$ cat src/rtl/deserialiser_word_packer_if.sv
// RX byte/FIFO bus between the UART-side deserialiser and its neighbours.
// Byte input, FIFO write side and status outputs.
interface deserialiser_word_packer_if #(
  parameter int COUNT_WIDTH = 16
);
  logic [7:0]             i_rx_byte_data;
  logic                   i_rx_byte_valid;
  logic                   i_fifo_full;
  logic [31:0]            o_fifo_word_data;
  logic                   o_fifo_wr_en;
  logic                   o_deserial_busy;
  logic                   o_timeout_err;
  logic                   o_overflow_err;
  logic [COUNT_WIDTH-1:0] o_word_count;

  modport master (
    output i_rx_byte_data,
    output i_rx_byte_valid,
    output i_fifo_full,
    input  o_fifo_word_data,
    input  o_fifo_wr_en,
    input  o_deserial_busy,
    input  o_timeout_err,
    input  o_overflow_err,
    input  o_word_count
  );

  modport slave (
    input  i_rx_byte_data,
    input  i_rx_byte_valid,
    input  i_fifo_full,
    output o_fifo_word_data,
    output o_fifo_wr_en,
    output o_deserial_busy,
    output o_timeout_err,
    output o_overflow_err,
    output o_word_count
  );
endinterface

$ cat src/rtl/deserialiser_word_packer.sv
// Packs UART RX bytes MSB-first into 32-bit words for the RX FIFO,
// with inter-byte timeout and back-pressure overflow supervision.
module deserialiser_word_packer #(
  parameter int TIMEOUT_CYCLES = 100000,
  parameter int COUNT_WIDTH    = 16
) (
  input logic                     i_clock,
  input logic                     i_reset,
  deserialiser_word_packer_if.slave bus
);

  localparam int TW =
    (TIMEOUT_CYCLES > 2) ? $clog2(TIMEOUT_CYCLES) : 1;
  localparam logic [TW-1:0] T_LAST = TW'(TIMEOUT_CYCLES - 1);

  localparam logic [1:0] S_IDLE    = 2'd0;
  localparam logic [1:0] S_COLLECT = 2'd1;
  localparam logic [1:0] S_WAIT    = 2'd2;

  logic [1:0]             state_q, state_d;
  logic [1:0]             idx_q, idx_d;
  logic [31:0]            word_q, word_d;
  logic [TW-1:0]          timer_q, timer_d;
  logic                   valid_prev_q, valid_prev_d;
  logic [31:0]            data_q, data_d;
  logic                   wr_en_q, wr_en_d;
  logic                   busy_q, busy_d;
  logic                   to_q, to_d;
  logic                   ov_q, ov_d;
  logic [COUNT_WIDTH-1:0] cnt_q, cnt_d;
  logic                   byte_stb;

  assign byte_stb = bus.i_rx_byte_valid & ~valid_prev_q;

  // Next-state: byte capture, word hand-off, timeout and overflow
  always_comb begin
    state_d      = state_q;
    idx_d        = idx_q;
    word_d       = word_q;
    timer_d      = timer_q;
    valid_prev_d = bus.i_rx_byte_valid;
    data_d       = data_q;
    wr_en_d      = 1'b0;
    to_d         = 1'b0;
    ov_d         = 1'b0;
    cnt_d        = cnt_q;

    unique case (1'b1)
      (state_q == S_IDLE): begin
        if (byte_stb) begin
          word_d  = {bus.i_rx_byte_data, 24'h0};
          idx_d   = 2'd1;
          timer_d = '0;
          state_d = S_COLLECT;
        end
      end
      (state_q == S_COLLECT): begin
        if (byte_stb) begin
          timer_d = '0;
          case (idx_q)
            2'd1:    word_d[23:16] = bus.i_rx_byte_data;
            2'd2:    word_d[15:8]  = bus.i_rx_byte_data;
            default: word_d[7:0]   = bus.i_rx_byte_data;
          endcase
          if (idx_q == 2'd3) begin
            idx_d = 2'd0;
            if (!bus.i_fifo_full) begin
              data_d  = word_d;
              wr_en_d = 1'b1;
              cnt_d   = cnt_q + 1'b1;
              state_d = S_IDLE;
            end else begin
              state_d = S_WAIT;
            end
          end else begin
            idx_d = idx_q + 2'd1;
          end
        end else if (timer_q == T_LAST) begin
          to_d    = 1'b1;
          idx_d   = 2'd0;
          timer_d = '0;
          state_d = S_IDLE;
        end else begin
          timer_d = timer_q + 1'b1;
        end
      end
      (state_q == S_WAIT): begin
        if (!bus.i_fifo_full) begin
          data_d  = word_q;
          wr_en_d = 1'b1;
          cnt_d   = cnt_q + 1'b1;
          state_d = S_IDLE;
          if (byte_stb) begin
            word_d  = {bus.i_rx_byte_data, 24'h0};
            idx_d   = 2'd1;
            timer_d = '0;
            state_d = S_COLLECT;
          end
        end else if (byte_stb) begin
          ov_d = 1'b1;
        end
      end
      default: begin
        state_d = S_IDLE;
        idx_d   = 2'd0;
      end
    endcase

    busy_d = (state_d != S_IDLE);
  end

  // State and registered outputs
  always_ff @(posedge i_clock or posedge i_reset) begin
    if (i_reset) begin
      state_q      <= S_IDLE;
      idx_q        <= 2'd0;
      word_q       <= '0;
      timer_q      <= '0;
      valid_prev_q <= 1'b1;
      data_q       <= '0;
      wr_en_q      <= 1'b0;
      busy_q       <= 1'b0;
      to_q         <= 1'b0;
      ov_q         <= 1'b0;
      cnt_q        <= '0;
    end else begin
      state_q      <= state_d;
      idx_q        <= idx_d;
      word_q       <= word_d;
      timer_q      <= timer_d;
      valid_prev_q <= valid_prev_d;
      data_q       <= data_d;
      wr_en_q      <= wr_en_d;
      busy_q       <= busy_d;
      to_q         <= to_d;
      ov_q         <= ov_d;
      cnt_q        <= cnt_d;
    end
  end

  assign bus.o_fifo_word_data = data_q;
  assign bus.o_fifo_wr_en     = wr_en_q;
  assign bus.o_deserial_busy  = busy_q;
  assign bus.o_timeout_err    = to_q;
  assign bus.o_overflow_err   = ov_q;
  assign bus.o_word_count     = cnt_q;

endmodule

$ cat src/flat_wrapper.sv
// flat-port wrapper written by rule: the top's interface ports become plain ports
module deserialiser_word_packer_flat 
#(
  parameter int TIMEOUT_CYCLES = 100000,
  parameter int COUNT_WIDTH    = 16
)
  (i_clock, i_reset, bus_i_rx_byte_data, bus_i_rx_byte_valid, bus_i_fifo_full, bus_o_fifo_word_data, bus_o_fifo_wr_en, bus_o_deserial_busy, bus_o_timeout_err, bus_o_overflow_err, bus_o_word_count);
  deserialiser_word_packer_if #(.COUNT_WIDTH(COUNT_WIDTH)) bus_i ();
  input logic i_clock;
  input logic i_reset;
  input wire logic [$bits(bus_i.i_rx_byte_data)-1:0] bus_i_rx_byte_data;
  input wire logic [$bits(bus_i.i_rx_byte_valid)-1:0] bus_i_rx_byte_valid;
  input wire logic [$bits(bus_i.i_fifo_full)-1:0] bus_i_fifo_full;
  output wire logic [$bits(bus_i.o_fifo_word_data)-1:0] bus_o_fifo_word_data;
  output wire logic [$bits(bus_i.o_fifo_wr_en)-1:0] bus_o_fifo_wr_en;
  output wire logic [$bits(bus_i.o_deserial_busy)-1:0] bus_o_deserial_busy;
  output wire logic [$bits(bus_i.o_timeout_err)-1:0] bus_o_timeout_err;
  output wire logic [$bits(bus_i.o_overflow_err)-1:0] bus_o_overflow_err;
  output wire logic [$bits(bus_i.o_word_count)-1:0] bus_o_word_count;
  assign bus_i.i_rx_byte_data = bus_i_rx_byte_data;
  assign bus_i.i_rx_byte_valid = bus_i_rx_byte_valid;
  assign bus_i.i_fifo_full = bus_i_fifo_full;
  assign bus_o_fifo_word_data = bus_i.o_fifo_word_data;
  assign bus_o_fifo_wr_en = bus_i.o_fifo_wr_en;
  assign bus_o_deserial_busy = bus_i.o_deserial_busy;
  assign bus_o_timeout_err = bus_i.o_timeout_err;
  assign bus_o_overflow_err = bus_i.o_overflow_err;
  assign bus_o_word_count = bus_i.o_word_count;
  deserialiser_word_packer #(.TIMEOUT_CYCLES(TIMEOUT_CYCLES), .COUNT_WIDTH(COUNT_WIDTH)) u_core (.i_clock(i_clock), .i_reset(i_reset), .bus(bus_i));
endmodule
$ cat config.mk
export PLATFORM = sky130hd
export DESIGN_NAME = deserialiser_word_packer_flat
export DESIGN_NICKNAME = d
export VERILOG_FILES = /design/src/rtl/deserialiser_word_packer_if.sv /design/src/rtl/deserialiser_word_packer.sv /design/src/flat_wrapper.sv
export SDC_FILE = /design/constraint.sdc
export NUM_CORES = 1
export LEC_CHECK = 0
export CAP_MARGIN = 20
export CORE_MARGIN = 2
export CORE_UTILIZATION = 48
export CTS_CLUSTER_DIAMETER = 40
export DETAILED_ROUTE_END_ITERATION = 8
export DONT_BUFFER_PORTS = 1
export PLACE_DENSITY = 0.63
export SLEW_MARGIN = 20
export SYNTH_ARGS = -nofsm -noshare
export SYNTH_HDL_FRONTEND = slang
export SYNTH_SLANG_ARGS = --single-unit
$ cat constraint.sdc
create_clock -name i_clock -period 3.9 [get_ports i_clock]
set_input_delay 0.39 -clock i_clock [delete_from_list [all_inputs] [get_ports i_clock]]
set_output_delay 0.39 -clock i_clock [all_outputs]
set_load 0.005 [all_outputs]
### After elaboration in Yosys (flattened, before gate mapping)

Index checks and enable logic that the tools add are counted.

| operators by class | value |
|---|---|
| add/sub/neg operators | 3 |
| multiplexer cells | 46 |
| bitwise operators | 2 |
| eq/ne operators | 11 |
| reduce and logical (&&, ||, !) cells | 12 |

Operator list:

| cell | number |
|---|---|
| $mux 32 | 6 |
| $pmux 24 s3 | 1 |
| $mux 17 | 4 |
| $pmux 32 s2 | 1 |
| $pmux 17 s3 | 1 |
| $mux 16 | 3 |
| $pmux 16 s2 | 1 |
| $mux 24 | 1 |
| $mux 8 | 3 |
| $mux 2 | 11 |
| $add 17x1->17 const B | 1 |
| $eq 17x17->1 const B | 1 |
| $add 16x1->16 const B | 1 |
| $pmux 8 s2 | 1 |
| $pmux 2 s3 | 2 |
| $mux 1 | 10 |
| $eq 2x2->1 const B | 3 |
| $ne 2x2->1 const B | 3 |
| $reduce_and 2->1 | 3 |
| $reduce_and 3->1 | 2 |
| $reduce_bool 2->1 | 3 |
| $reduce_and 5->1 | 1 |
| $eq 2x1->1 const B | 2 |
| $ne 3x2->1 const B | 1 |
| 8 further kinds | 8 |

| word-level totals | value |
|---|---|
| word-level logic and storage cells | 86 |
| flip-flop bits (word level) | 106 |
| input bits | 12 |
| output and inout port bits | 52 |

### Longest topological paths before layout

Gate-level depths: netlist (run 1).

| logic depth | value |
|---|---|
| depth in word-level cells | 7 |
| depth in mapped cells | 9 |
| gate-level depth less buffers | 7 |

### Least setup slack after synthesis (run 1)

Ideal clock, no wire load.

| timing path | value |
|---|---|
| path type | register -> register |
| from | reg u_core.state_q[0] |
| to | reg u_core.word_q[0] |
| clock period less this slack | 2.015 ns |
| required time | 3.779 ns |
| path buffers | 2 |
| arrival | 1.894 ns |
| setup time | 0.121 ns |
| path slack | 1.885 ns |
| stages on the path, launching flop included | 9 |
| path through | dfrtp_1 -> inv_1 -> ha_1 -> clkbuf_1 -> nand2_1 -> o21a_1 -> clkbuf_1 -> nand2_1 -> a22o_1 |

| on the way | value |
|---|---|
| longest elaborated chain between the ends | 3 |
| elaborated cells between the ends (all ways) | 8 |
| those cells by class | eq/ne (4); mux (1); reduce/logical (3) |

Ends and longest elaborated chain:

| what | line | source |
|---|---|---|
| from (decl) | deserialiser_word_packer.sv:20 | `logic [1:0] state_q, state_d;` |
| from (signal assigned) | deserialiser_word_packer.sv:127 | `state_q <= state_d;` |
| $eq 2x1->1, or another cell as far along | deserialiser_word_packer.sv:57 | `(state_q == S_COLLECT): begin` |
| $ne 2x1->1 (no line), or another cell as far along | -- |  |
| $reduce_and 3->1 (no line) | -- |  |
| to (signal assigned) | deserialiser_word_packer.sv:129 | `word_q <= word_d;` |
| to (decl) | deserialiser_word_packer.sv:22 | `logic [31:0] word_q, word_d;` |

Several ways; a longest one is shown, not always the timed one.
A chain may end at the register's enable or synchronous reset.

### Final worst setup path (run 1)

| timing path | value |
|---|---|
| from | reg u_core.state_q[1] |
| to | reg u_core.timer_q[11] |

| on the way | value |
|---|---|
| longest elaborated chain between the ends | 3 |
| elaborated cells between the ends (all ways) | 7 |
| those cells by class | eq/ne (3); mux (1); reduce/logical (3) |

Ends and longest elaborated chain:

| what | line | source |
|---|---|---|
| $eq 2x2->1, or another cell as far along | deserialiser_word_packer.sv:87 | `(state_q == S_WAIT): begin` |
| $ne 2x2->1 (no line) or $reduce_bool 3->1 (tied branches) | -- |  |
| $reduce_and 2->1 (no line) | -- |  |
| to (signal assigned) | deserialiser_word_packer.sv:130 | `timer_q <= timer_d;` |
| to (decl) | deserialiser_word_packer.sv:23 | `logic [TW-1:0] timer_q, timer_d;` |

Several ways; a longest one is shown, not always the timed one.

==> flow_summary_export.csv, run 1 <==
group,metric,value,unit
outcome,status,"completed",
grt,track_usage,0.191,
yosys,ys_seq_area_frac,0.543,
yosys,ys_warn_count,0,
grt,grt-ovfl-total,0,
floorplanning,dieWidth,105,um
yosys,avgSynthCellArea,10.9,um^2
floorplanning,core,0.00982,mm^2
final_layout,insertedDiodeCount,0,
sta,drv_slew,0,
clock_tree,path_clk_slew,0.10,ns
clock_tree,cts.sinks,106,
floorplanning,start_util,0.498,
worst_setup_path,reg2reg_depth,7,
sta,fin_crit_sh,0.691,
placed_design,gp_congestion,0.862,
yosys,synthFlopType,"dfrtp_1",
power_and_ir_drop,p_leak,2.35,nW
drt,vias,3349,
drt,drc_errors,0,
clock_tree,clk_path_buf_depth,2,
power_and_ir_drop,peakVddDrop,0.000252,V
floorplanning,io_pins,64,
final_layout,stdcell_area,0.00525,mm^2
sta,period_minus_slack,2.69,ns
grt,grt_pass1_wl,16900,um
worst_setup_path,crit_family,"simple AND/OR/NAND/NOR gates",
sta,rsz0062_at_grt,"no",
placed_design,dp_hpwl,6780,um
floorplanning,row_count,36,
hold_path,hp-class,"in -> async",
yosys,ys_seq_elements,106,
worst_setup_path,slowest_delay,0.66,ns
power_and_ir_drop,pwr_density_cell,625,mW/mm^2
placed_design,place_area,0.00500,mm^2
clock_tree,clock-root-buffer,"clkbuf_8",
worst_setup_path,crit_type,"reg -> reg",
drt,drt-total-wl,9830,um
drt,drtPass1Iterations,5,
drt,drtIter0Drc,238,
sta,hold_viol_final,0,
sta,maxSlewHeadroom,0.374,
worst_setup_path,critical_path_buf_inv_count,2,
sta,setup_viol,0,
drt,viasPerCell,5.75,
final_layout,final_common_cell,"dfrtp_1",
flow_run,drv_cap,0,
yosys,async_flop_share,1.00,
worst_setup_path,cp_cell_sequence,"inv_1 > ha_1 > nand2_1 > nor3_1 > buf_4 > a41oi_1 > a31oi_1",
yosys,synth_cells,450,
worst_setup_path,critPathMaxFanout,14,
yosys,syn-cell-area,0.00489,mm^2
yosys,synth_edf_count,0,
floorplanning,die_h,105,um
grt,grt_max_degree,81,
yosys,syn-num-nets,471,
sta,worstMarginPinSlew,0.938,ns
power_and_ir_drop,total_power,3.28,mW
clock_tree,htree_num_levels,3,
final_layout,drive_gt1_frac,0.107,
clock_tree,cts_tree,"built",
clock_tree,insertion_delay,0.37,ns
placed_design,io_buffers,0,
worst_setup_path,slowest_stage,"nor3_1",
sta,finalClockSkew,0.0130,ns
worst_setup_path,startpoint_type,"register",
sta,fmax,371,MHz
clock_tree,cts_resized,0,
worst_setup_path,arrival,2.99,ns
floorplanning,die_area,0.0110,mm^2
final_layout,layout.cells.most_common_list,"dfrtp_1, nand2_1, nor2_1, a21oi_1, a22o_1",
drt,ant_nets,0,
yosys,ys_types,51,
grt,antenna_found_initial,0,
grt,grt_pass1_vias,3324,
worst_setup_path,end_kind,"register",
sta,finalSetupTns,0,ns
worst_setup_path,crit_cells,7,
final_layout,nets,465,
drt,avgRoutedWirePerCell,16.9,um
clock_tree,cts-buffers-inserted,9,
worst_setup_path,critPathRequiredTime,4.19,ns
final_layout,area_growth,7.29,%
==> where the power goes <==
| group | switching (mW) | internal, mW |
|---|---|---|
| Sequential | 0.229 | 1.38 |
| Combinational | 0.505 | 0.391 |
| Clock | 0.383 | 0.387 |
| Total | 1.12 | 2.16 |
==> layer usage <==
layer / vias up / part of all wire / global-route usage
met3: 9 / 0.056 / 0.0499
li1: 1606 / - / -
met5: - / 0 / 0
met2: 98 / 0.44 / 0.287
met1: 1636 / 0.49 / 0.273
met4: 0 / 0.012 / 0.0571
==> worst register-to-register path, stage by stage, from the launching register on <==
cell,delay (ns)
dfrtp_1,0.45
inv_1,0.15
ha_1,0.40
nand2_1,0.39
nor3_1,0.66
buf_4,0.27
a41oi_1,0.12
a31oi_1,0.18
==> through the flow <==
stage	cells	hold WS, ns	utilization	worst slack, ns
after global routing	582	0.0390	0.534	0.979
final	582	0.00353	0.534	1.21
after global placement	565	0.395	0.509	1.38
after detailed placement	565	0.395	0.509	1.26
after CTS	582	0.133	0.534	1.23
after floorplan	450	0.394	-	0.723
==> synthesized netlist by cell type, types with 7 or more instances <==
cell type / number / area (um^2)
dfrtp_1: 105 / 2630
xnor2_1: 12 / 105
a21oi_1: 34 / 170
a31oi_1: 8 / 50.1
buf_2: 9 / 45.0
clkbuf_1: 10 / 37.5
ha_1: 9 / 113
nand3_1: 14 / 70.1
o21ai_0: 15 / 75.1
nand2_1: 41 / 154
nor3_1: 10 / 50.1
a22o_1: 25 / 219
nor2_1: 35 / 131
mux2_2: 17 / 191
mux2i_1: 24 / 240
nand4_1: 7 / 43.8
and3_1: 8 / 50.1
inv_1: 10 / 37.5
==> cell type report <==
| cell class | count | area (um^2) |
|---|---|---|
| Tap cell | 133 | 166 |
| Clock buffer | 10 | 138 |
| Sequential cell | 106 | 2650 |
| Clock inverter | 6 | 93.8 |
| Timing Repair Buffer | 7 | 55.1 |
| Multi-Input combinational cell | 310 | 2100 |
| Inverter | 10 | 42.5 |
| Fill cell | 864 | 4570 |
==> kinds of logic after synthesis <==
| family | count (synthesis) | synth area share |
|---|---|---|
| AO/OA/AOI/OAI | 101 | 0.141 |
| AND/OR/NAND/NOR | 144 | 0.147 |
| multiplexers | 41 | 0.0883 |
| XOR/XNOR | 15 | 0.0269 |
| adder cells (fa/ha/maj) | 9 | 0.0230 |
| flip-flops | 106 | 0.543 |
| buffers and inverters | 34 | 0.0307 |
==> path summary, 6_finish.rpt <==
| check | start | endpoint | slack, ns |
|---|---|---|---|
| worst min-delay path | i_reset | u_core.bus.o_fifo_word_data[19] | 0.004 |
| min in group i_clock | bus_i_rx_byte_data[0] | u_core.word_q[16] | 0.15 |
| worst max register to register | u_core.state_q[1] | u_core.timer_q[11] | 1.21 |
| worst max-delay path | u_core.state_q[1] | u_core.timer_q[11] | 1.21 |
| max in group asynchronous | i_reset | u_core.word_q[21] | 3.07 |
| worst min register to register | u_core.bus.o_word_count[15] | u_core.bus.o_word_count[15] | 0.50 |
==> registers in the layout, summed over array words and instances, names as in the netlist <==
name / flops
u_core.bus.o_deserial_busy: 1
u_core.bus.o_timeout_err: 1
u_core.idx_q: 2
u_core.state_q: 2
u_core.timer_q: 17
u_core.bus.o_fifo_word_data: 32
u_core.bus.o_word_count: 16
u_core.bus.o_overflow_err: 1
u_core.bus.o_fifo_wr_en: 1
u_core.valid_prev_q: 1
u_core.word_q: 32
==> repair_timing <==
| action | 4_1_cts | 5_1_grt |
|---|---|---|
| hold buffers | 1 | 0 |
| endpoints found under the hold margin | 1 | 0 |
| buffers inserted | 0 | 0 |
| endpoints found under the setup margin | 0 | 0 |
(Power assumes the default switching activity.)
==> run 2, diff against run 1 <==
--- a/config.mk
+++ b/config.mk
@@ -11,7 +11,7 @@
 export CTS_CLUSTER_DIAMETER = 40
 export DETAILED_ROUTE_END_ITERATION = 8
 export DONT_BUFFER_PORTS = 1
-export PLACE_DENSITY = 0.63
+export PLACE_DENSITY = 0.65
 export SLEW_MARGIN = 20
 export SYNTH_ARGS = -nofsm -noshare
 export SYNTH_HDL_FRONTEND = slang
==> constraint.sdc (replaced) <==
create_clock -name i_clock -period 2.2 [get_ports i_clock]
set_input_delay 0.22 -clock i_clock [delete_from_list [all_inputs] [get_ports i_clock]]
set_output_delay 0.22 -clock i_clock [all_outputs]
set_load 0.005 [all_outputs]
==> run 2 against run 1 <==
Against the previous run: total power up 78%; die area unchanged; sequential share of layout area down 3.4 points; setup slack worse by 1.1 ns; wire length up 12%; sequential power up 77%; largest cell class unchanged.
==> flow_summary_export.csv, run 2 (synthesis results as in run 1) <==
group,metric,value,unit
placed_design,dp_hpwl,7170,um
drt,drtIter0Drc,262,
sta,finalSetupTns,0,ns
floorplanning,die_area,0.0110,mm^2
sta,period_minus_slack,2.11,ns
worst_setup_path,startpoint_type,"register",
floorplanning,die_h,105,um
sta,fin_ws,0.0933,ns
sta,fin_crit_sh,0.958,
outcome,status,"completed",
drt,top_layer,"met4",
grt,track_usage,0.213,
worst_setup_path,critPathMaxFanout,12,
grt,grt_pass1_wl,18700,um
final_layout,insertedDiodeCount,0,
placed_design,dp_slack,0.103,ns
final_layout,area_growth,14.9,%
drt,viasPerCell,5.72,
worst_setup_path,critPathRequiredTime,2.46,ns
sta,whs,0.0552,ns
floorplanning,core,0.00982,mm^2
sta,maxSlewHeadroom,0.466,
clock_tree,cts.sinks,106,
floorplanning,row_count,36,
worst_setup_path,arrival,2.37,ns
drt,ant_nets,0,
final_layout,layout.cells.most_common_list,"dfrtp_1, buf_4, nand2_1, nor2_1, a21oi_1",
worst_setup_path,end_kind,"register",
drt,avgRoutedWirePerCell,17.5,um
power_and_ir_drop,peakVddDrop,0.000407,V
clock_tree,clk_path_buf_depth,2,
grt,grt-ovfl-total,0,
final_layout,stdcell_area,0.00562,mm^2
sta,worstMarginPinSlew,0.797,ns
final_layout,n_fill_cell,888,
power_and_ir_drop,pwr_density_cell,1040,mW/mm^2
clock_tree,clock-root-buffer,"clkbuf_8",
clock_tree,insertion_delay,0.38,ns
drt,met2_length,5090,um
final_layout,final_common_cell,"dfrtp_1",
floorplanning,dieWidth,105,um
flow_run,drv_cap,0,
clock_tree,path_clk_slew,0.10,ns
placed_design,io_buffers,0,
final_layout,drive_gt1_frac,0.183,
sta,finalClockSkew,0.0111,ns
clock_tree,cts_tree,"built",
power_and_ir_drop,p_leak,2.58,nW
drt,drc_errors,0,
floorplanning,start_util,0.498,
drt,routed-wl-met3,743,um
worst_setup_path,crit_type,"reg -> reg",
placed_design,place_area,0.00533,mm^2
sta,drv_slew,0,
power_and_ir_drop,total_power,5.84,mW
sta,rsz0062_at_grt,"no",
sta,fmax,475,MHz
drt,vias,3601,
hold_path,hp-class,"in -> reg",
drt,wl_met1,5030,um
floorplanning,io_pins,64,
clock_tree,cts-buffers-inserted,9,
placed_design,gp_congestion,0.862,
clock_tree,htree_num_levels,3,
sta,setup_viol,0,
final_layout,nets,514,
placed_design,placedCellCount,605,
final_layout,final_cells,630,
final_layout,post-route-util,0.572,
grt,antenna_found_initial,0,
grt,grt_pass1_vias,3600,
drt,drtPass1Iterations,5,
drt,drt-total-wl,11000,um
sta,hold_viol_final,0,
grt,grt_max_degree,74,
run 2: cell count changes in the layout (fill, tap and decap cells not counted), sizes merged:
cell         before  now
buf               6   46
dlygate4sd3       1   10
bufinv            2    0
clkinv            1    3
inv              13   11
clkinvlp          0    1
run 2: area by class of cell:
type,count,area (um^2),share of cell area
inverter,10,41.3,0.00735
multi-input combinational,310,2110,0.376
tap,133,166,0.0296
sequential,106,2650,0.472
timing repair buffer,56,470,0.0837
clock inverter,5,38.8,0.00690
clock buffer,10,138,0.0245
run 2: worst paths after layout:
check	from	end	slack, ns	cells after the start
worst min register to register	u_core.bus.o_word_count[15]	u_core.bus.o_word_count[15]	0.50	1
worst max register to register	u_core.timer_q[13]	u_core.state_q[1]	0.09	6
min in group asynchronous	i_reset	u_core.bus.o_fifo_word_data[18]	0.42	3
max in group asynchronous	i_reset	u_core.valid_prev_q	1.39	3
worst max-delay path	u_core.timer_q[13]	u_core.state_q[1]	0.09	6
worst min-delay path	bus_i_rx_byte_data[0]	u_core.bus.o_fifo_word_data[0]	0.06	2
run 2: per-layer routing:
metal	vias to the layer above	global-route usage
li1	1708	-
met1	1777	0.305
met2	103	0.315
met3	13	0.0586
met4	0	0.0676
met5	-	0
run 2: timing repair:
item,4_1_cts,5_1_grt
gates resized for setup,0,3
endpoints found under the setup margin,0,24
hold buffers,10,0
setup buffers,0,0
endpoints found under the hold margin,138,0
run 2: critical path: stages, from the launching register on:
cell and delay [ns]:
dfrtp_1 0.43, or4bb_1 0.57, nor4_4 0.19, buf_4 0.26, nand2_2 0.09, and4_1 0.19, a211o_1 0.27
run 2: power breakdown:
part | total, mW | switching (mW) | internal, mW
combinational | 1.87 | 0.976 | 0.893
clock | 1.12 | 0.675 | 0.447
sequential | 2.85 | 0.395 | 2.45
==> run 3, diff against run 2 <==
--- a/config.mk
+++ b/config.mk
@@ -8,7 +8,7 @@
 export CAP_MARGIN = 20
 export CORE_MARGIN = 2
 export CORE_UTILIZATION = 48
-export CTS_CLUSTER_DIAMETER = 40
+export CTS_CLUSTER_DIAMETER = 200
 export DETAILED_ROUTE_END_ITERATION = 8
 export DONT_BUFFER_PORTS = 1
 export PLACE_DENSITY = 0.65
==> results of run 3 <==
Final layout, timing and power as in run 2 (identical DEF).
